## src/rtl/mfp_ahb_cmd_master_if.sv

```systemverilog
// Command/response port and AHB-Lite bus signals of the single-transfer command master.
interface mfp_ahb_cmd_master_if;
  logic        cmd_valid;
  logic        cmd_ready;
  logic        cmd_write;
  logic [31:0] cmd_addr;
  logic [1:0]  cmd_size;
  logic [31:0] cmd_wdata;
  logic        rsp_valid;
  logic [31:0] rsp_rdata;
  logic        rsp_err;
  logic        busy;
  logic [31:0] HADDR;
  logic [1:0]  HTRANS;
  logic        HWRITE;
  logic [2:0]  HSIZE;
  logic [2:0]  HBURST;
  logic [31:0] HWDATA;
  logic [31:0] HRDATA;
  logic        HREADY;
  logic        HRESP;

  modport master (
    input  cmd_valid, cmd_write, cmd_addr, cmd_size, cmd_wdata,
    output cmd_ready, rsp_valid, rsp_rdata, rsp_err, busy,
    output HADDR, HTRANS, HWRITE, HSIZE, HBURST, HWDATA,
    input  HRDATA, HREADY, HRESP
  );

  modport slave (
    output cmd_valid, cmd_write, cmd_addr, cmd_size, cmd_wdata,
    input  cmd_ready, rsp_valid, rsp_rdata, rsp_err, busy,
    input  HADDR, HTRANS, HWRITE, HSIZE, HBURST, HWDATA,
    output HRDATA, HREADY, HRESP
  );
endinterface

```

## src/rtl/mfp_ahb_cmd_master.sv

```systemverilog
// AHB-Lite SINGLE-transfer initiator: valid/ready commands in, one-cycle response pulses out.
// Define MFP_AHB_MASTER_PIPELINE_EN to overlap the next address phase with the current data phase.
module mfp_ahb_cmd_master (
  input  logic                        HCLK,
  input  logic                        HRESETn,
  mfp_ahb_cmd_master_if.master        bus
);

  logic        aph_valid;
  logic        aph_write;
  logic [31:0] aph_addr;
  logic [1:0]  aph_size;
  logic [31:0] aph_wdata;

  logic        dph_valid;
  logic        dph_write;
  logic [31:0] dph_wdata;

  logic        rsp_valid_q;
  logic        rsp_err_q;
  logic [31:0] rsp_rdata_q;

  logic        accept;
  logic        dph_done;
  logic [1:0]  size_norm;
  logic [31:0] addr_algn;

  always_comb begin
    size_norm = (bus.cmd_size == 2'd3) ? 2'd2 : bus.cmd_size;
    addr_algn = bus.cmd_addr;
    case (size_norm)
      2'd1:    addr_algn[0]   = 1'b0;
      2'd2:    addr_algn[1:0] = 2'b00;
      default: addr_algn      = bus.cmd_addr;
    endcase
  end

`ifdef MFP_AHB_MASTER_PIPELINE_EN
  // No new address phase may appear during the first cycle of an ERROR response.
  assign bus.cmd_ready = HRESETn & (~aph_valid | bus.HREADY) & ~(bus.HRESP & ~bus.HREADY);
`else
  assign bus.cmd_ready = HRESETn & ~(aph_valid | dph_valid);
`endif

  assign accept   = bus.cmd_valid & bus.cmd_ready;
  assign dph_done = dph_valid & bus.HREADY;

  always_ff @(posedge HCLK or negedge HRESETn) begin
    if (!HRESETn) begin
      aph_valid   <= 1'b0;
      aph_write   <= 1'b0;
      aph_addr    <= 32'h0;
      aph_size    <= 2'd0;
      aph_wdata   <= 32'h0;
      dph_valid   <= 1'b0;
      dph_write   <= 1'b0;
      dph_wdata   <= 32'h0;
      rsp_valid_q <= 1'b0;
      rsp_err_q   <= 1'b0;
      rsp_rdata_q <= 32'h0;
    end else begin
      if (accept) begin
        aph_valid <= 1'b1;
        aph_write <= bus.cmd_write;
        aph_addr  <= addr_algn;
        aph_size  <= size_norm;
        aph_wdata <= bus.cmd_wdata;
      end else if (aph_valid && bus.HREADY) begin
        aph_valid <= 1'b0;
      end

      // HREADY both retires the current data phase and admits the pending address phase.
      if (bus.HREADY) begin
        dph_valid <= aph_valid;
        dph_write <= aph_write;
        dph_wdata <= aph_wdata;
      end

      rsp_valid_q <= dph_done;
      rsp_err_q   <= dph_done & bus.HRESP;
      rsp_rdata_q <= (dph_done && !dph_write) ? bus.HRDATA : 32'h0;
    end
  end

  assign bus.HADDR     = aph_addr;
  assign bus.HTRANS    = aph_valid ? 2'b10 : 2'b00;
  assign bus.HWRITE    = aph_write;
  assign bus.HSIZE     = {1'b0, aph_size};
  assign bus.HBURST    = 3'b000;
  assign bus.HWDATA    = dph_valid ? dph_wdata : 32'h0;
  assign bus.busy      = aph_valid | dph_valid;
  assign bus.rsp_valid = rsp_valid_q;
  assign bus.rsp_err   = rsp_err_q;
  assign bus.rsp_rdata = rsp_rdata_q;

endmodule

```

## src/flat_wrapper.sv

```systemverilog
// flat-port wrapper written by rule: the top's interface ports become plain ports
module mfp_ahb_cmd_master_flat 
  (HCLK, HRESETn, bus_cmd_valid, bus_cmd_write, bus_cmd_addr, bus_cmd_size, bus_cmd_wdata, bus_cmd_ready, bus_rsp_valid, bus_rsp_rdata, bus_rsp_err, bus_busy, bus_HADDR, bus_HTRANS, bus_HWRITE, bus_HSIZE, bus_HBURST, bus_HWDATA, bus_HRDATA, bus_HREADY, bus_HRESP);
  mfp_ahb_cmd_master_if bus_i ();
  input  logic HCLK;
  input  logic HRESETn;
  input wire logic [$bits(bus_i.cmd_valid)-1:0] bus_cmd_valid;
  input wire logic [$bits(bus_i.cmd_write)-1:0] bus_cmd_write;
  input wire logic [$bits(bus_i.cmd_addr)-1:0] bus_cmd_addr;
  input wire logic [$bits(bus_i.cmd_size)-1:0] bus_cmd_size;
  input wire logic [$bits(bus_i.cmd_wdata)-1:0] bus_cmd_wdata;
  output wire logic [$bits(bus_i.cmd_ready)-1:0] bus_cmd_ready;
  output wire logic [$bits(bus_i.rsp_valid)-1:0] bus_rsp_valid;
  output wire logic [$bits(bus_i.rsp_rdata)-1:0] bus_rsp_rdata;
  output wire logic [$bits(bus_i.rsp_err)-1:0] bus_rsp_err;
  output wire logic [$bits(bus_i.busy)-1:0] bus_busy;
  output wire logic [$bits(bus_i.HADDR)-1:0] bus_HADDR;
  output wire logic [$bits(bus_i.HTRANS)-1:0] bus_HTRANS;
  output wire logic [$bits(bus_i.HWRITE)-1:0] bus_HWRITE;
  output wire logic [$bits(bus_i.HSIZE)-1:0] bus_HSIZE;
  output wire logic [$bits(bus_i.HBURST)-1:0] bus_HBURST;
  output wire logic [$bits(bus_i.HWDATA)-1:0] bus_HWDATA;
  input wire logic [$bits(bus_i.HRDATA)-1:0] bus_HRDATA;
  input wire logic [$bits(bus_i.HREADY)-1:0] bus_HREADY;
  input wire logic [$bits(bus_i.HRESP)-1:0] bus_HRESP;
  assign bus_i.cmd_valid = bus_cmd_valid;
  assign bus_i.cmd_write = bus_cmd_write;
  assign bus_i.cmd_addr = bus_cmd_addr;
  assign bus_i.cmd_size = bus_cmd_size;
  assign bus_i.cmd_wdata = bus_cmd_wdata;
  assign bus_cmd_ready = bus_i.cmd_ready;
  assign bus_rsp_valid = bus_i.rsp_valid;
  assign bus_rsp_rdata = bus_i.rsp_rdata;
  assign bus_rsp_err = bus_i.rsp_err;
  assign bus_busy = bus_i.busy;
  assign bus_HADDR = bus_i.HADDR;
  assign bus_HTRANS = bus_i.HTRANS;
  assign bus_HWRITE = bus_i.HWRITE;
  assign bus_HSIZE = bus_i.HSIZE;
  assign bus_HBURST = bus_i.HBURST;
  assign bus_HWDATA = bus_i.HWDATA;
  assign bus_i.HRDATA = bus_HRDATA;
  assign bus_i.HREADY = bus_HREADY;
  assign bus_i.HRESP = bus_HRESP;
  mfp_ahb_cmd_master u_core (.HCLK(HCLK), .HRESETn(HRESETn), .bus(bus_i));
endmodule
```

## config.mk

```make
export PLATFORM = sky130hd
export DESIGN_NAME = mfp_ahb_cmd_master_flat
export DESIGN_NICKNAME = d
export VERILOG_FILES = /design/src/rtl/mfp_ahb_cmd_master_if.sv /design/src/rtl/mfp_ahb_cmd_master.sv /design/src/flat_wrapper.sv
export SDC_FILE = /design/constraint.sdc
export NUM_CORES = 1
export LEC_CHECK = 0
export CELL_PAD_IN_SITES_DETAIL_PLACEMENT = 1
export CELL_PAD_IN_SITES_GLOBAL_PLACEMENT = 1
export CORE_UTILIZATION = 31
export CTS_CLUSTER_SIZE = 25
export DETAILED_ROUTE_END_ITERATION = 10
export GPL_ROUTABILITY_DRIVEN = 0
export PLACE_DENSITY = 0.85
export SYNTH_ARGS = -nofsm -noshare
export SYNTH_HDL_FRONTEND = slang
export SYNTH_SLANG_ARGS = --single-unit
```

## constraint.sdc

```tcl
create_clock -name HCLK -period 1.5 [get_ports HCLK]
set_clock_uncertainty 0.1 [all_clocks]
set_input_delay 0.375 -clock HCLK [delete_from_list [all_inputs] [get_ports HCLK]]
set_output_delay 0.375 -clock HCLK [all_outputs]
set_load 0.05 [all_outputs]
```

==> results.yml <==
grt:
  grt_pass1_wl_um: 26210
  grt_antenna_before_repair: 0
  grt_pass1_vias: 4421
  grt_overflow: 0
  gr-usage-all-layers: 0.2024
  grt_max_degree: 137
setup_path:
  setup.worst_path.start_class: "register"
  critPathSlowestCell: "dfrtp_1"
  endpoint_kind: "primary output"
  worstPathCellList: "buf_6 -> or2_4 -> nor2_4 -> buf_12"
  worstPathMaxFanout: 7
  critPathKind: "reg -> out"
  critical-path-top-delay-family: "flip-flops"
  required_ns: 1.02
  critical_path.max_stage_delay_ns: 0.40
  crit_start: "u_core.dph_valid$_DFFE_PN0P_"
  worst-path-buf-inv: 2
  r2r-start: "u_core.aph_valid$_DFFE_PN0P_"
  crit_arrival_ns: 1.49
drt:
  first_pass_iters: 6
  ant_nets: 0
  vias: 3682
  remaining_drc_errors: 0
  drtIter0Drc: 95
  routed_wl_um: 17370
  via_per_inst: 4.458
  wl_per_cell_um: 21.03
timing:
  fin_crit_sh: 1.307
  hold_viol: 0
  fin_ws_ns: -0.4611
  setup_viol: 104
  fmax_mhz: 509.9
  period_minus_slack_ns: 1.961
  rsz0062_at_grt: "yes"
  timing.final.max_slew_violations: 0
  tns_ns: -36.97
  worstMarginPinSlew_ns: 0.7748
  slew_headroom: 0.4835
clock_tree:
  cts.clk_slew.worst_paths_ns: 0.06
  clk-insertion-delay-late_ns: 0.42
  numClockSinks: 136
  ctsLongestPathBuffers: 2
  htreeDepth: 4
  cts_tree: "built"
  numCtsBuffers: 17
  holdBufCountCts: 0
  cts-root-buf: "clkbuf_16"
yosys:
  synth_top_area_frac: 0.6506
  seq_area_frac_synth: 0.6506
  syn-instance-count: 339
  ys_seq_elements: 136
  synth_largest_area_cell: "dfrtp_1"
  synth_cell_types: 21
  ys.warnings.count: 0
  netlist_area_mm2: 0.005231
  syn_avg_cell_area_um2: 15.43
  synth.area.top_cells: "dfrtp_1 65%, mux2_2 18%, and2_1 7.8%"
worst_hold_path:
  hp-class: "in -> async"
layout:
  nNetsFinal: 698
  fin_util: 0.6105
  diodes: 0
  area_delta_synth_final_pct: 92.85
  drive_above_1_share: 0.5297
  final_area_mm2: 0.01009
pwr:
  powerDensity_mw_per_mm2: 1766
  power.total_w: 0.01781
  ir_worst_vdd_uv: 1082
  power_leakage_nw: 4.548
placement:
  post-place-ws_ns: -0.5394
  io_buffers: 207
  dpl.hpwl_um: 10510
  placed_area_mm2: 0.008721
die:
  num_rows: 47
  die_w_um: 131.9
  io_pins: 213
  die_area_mm2: 0.01740
  die_h_um: 131.9
  core_area_mm2: 0.01652
  start_util: 0.3166
outcome:
  violations: "setup timing"
  outcome: "complete, but fails checks"
flow_run:
  drv_cap: 0
cell families (layout without fill, tap and decap cells):
kind of cell | Yosys count | after routing | share of synthesized area
AND/OR/NAND/NOR | 73 | 73 | 0.08826
multiplexers | 101 | 101 | 0.2246
other | 1 | 5 | 0.0007168
AO/OA/AOI/OAI | 1 | 1 | 0.001436
flip-flops | 136 | 136 | 0.6506
buffers and inverters | 27 | 290 | 0.03444
stage by stage:
| step | std cells | hold WS, ns |
|---|---|---|
| after detailed placement | 760 | 0.3774 |
| after global routing | 826 | 0.1359 |
| after CTS | 815 | 0.1180 |
| after floorplan | 343 | -0.02059 |
| final | 826 | 0.06747 |
| after global placement | 760 | 0.3613 |
placed cells by master, fill, tap and decap left out, types with 13 or more instances in the layout:
cell type,count
dfrtp_1,135
buf_12,115
clkdlybuf4s50_1,101
mux2_4,67
and2_1,34
mux2_2,34
and2_4,31
clkbuf_16,17
buf_4,17
buf_6,13
sequential cells by signal, indices dropped and copies added (netlist names):
register              flops
u_core.aph_size           2
u_core.dph_wdata         32
u_core.bus.HADDR         32
u_core.dph_valid          1
u_core.dph_write          1
u_core.aph_valid          1
u_core.aph_wdata         32
u_core.bus.rsp_err        1
u_core.bus.rsp_valid      1
u_core.bus.rsp_rdata     32
u_core.bus.HWRITE         1
worst reg2reg max path: cells and delay by family (launching register included):
| family | cells | cell delay (ns) |
|---|---|---|
| buffers and inverters | 5 | 0.66 |
| DFF | 1 | 0.41 |
| and+or+nand+nor | 1 | 0.36 |
| muxes | 1 | 0.30 |
routing by layer:
layer  track usage  vias up  wire length (um)
met2        0.3639      153              9626
li1              -     1628                 -
met5             0        -                 0
met4       0.05556        0               187
met3       0.08074       17              1305
met1        0.2193     1884              6252
timing repair:
action                                  in CTS  in global routing
pin swaps                                    1                  1
cloned                                       8                  0
endpoints found under the setup margin     106                128
resized for setup                           70                 51
buffers inserted                            16                 17
cell type report:
type	instances	area, um2
Fill cell	1463	6436
Timing Repair Buffer	257	3805
Sequential cell	136	3405
Multi-Input combinational cell	180	1979
Clock buffer	24	501.7
Tap cell	220	275.3
Clock inverter	7	115.1
Inverter	2	7.507
synth_stat cells:
library cell / n
mux2_4: 10
a21o_1: 1
and2_1: 65
buf_6: 1
buf_8: 1
clkbuf_1: 7
and3_1: 1
inv_1: 2
buf_4: 10
nor4bb_1: 1
buf_12: 1
buf_2: 5
and3b_1: 1
nor2b_1: 2
or2_2: 1
mux2_2: 82
conb_1: 1
dfrtp_1: 136
nor3b_1: 1
nor2_1: 1
mux2_1: 9
report_power, final:
group | total (W) | switching [W] | internal [W]
Combinational | 0.00777 | 0.00347 | 0.00430
Clock | 0.00437 | 0.00155 | 0.00282
Sequential | 0.00567 | 0.000905 | 0.00476
Total | 0.0178 | 0.00592 | 0.0119
path summary, 6_finish.rpt:
path / end / slack (ns) / cells after the start
max: bus_cmd_ready / -0.46 / 4
min: u_core.dph_wdata[21]$_DFFE_PN0P_ / 0.07 / 3
max reg2reg: u_core.bus.HADDR[8]$_DFFE_PN0P_ / -0.45 / 7
min reg2reg: u_core.aph_wdata[12]$_DFFE_PN0P_ / 0.41 / 1
max in group asynchronous: u_core.bus.HWRITE$_DFFE_PN0P_ / 0.60 / 3
min in group HCLK: u_core.bus.rsp_valid$_DFF_PN0_ / 0.37 / 3
No activity file was read; power rests on OpenSTA's default activity.
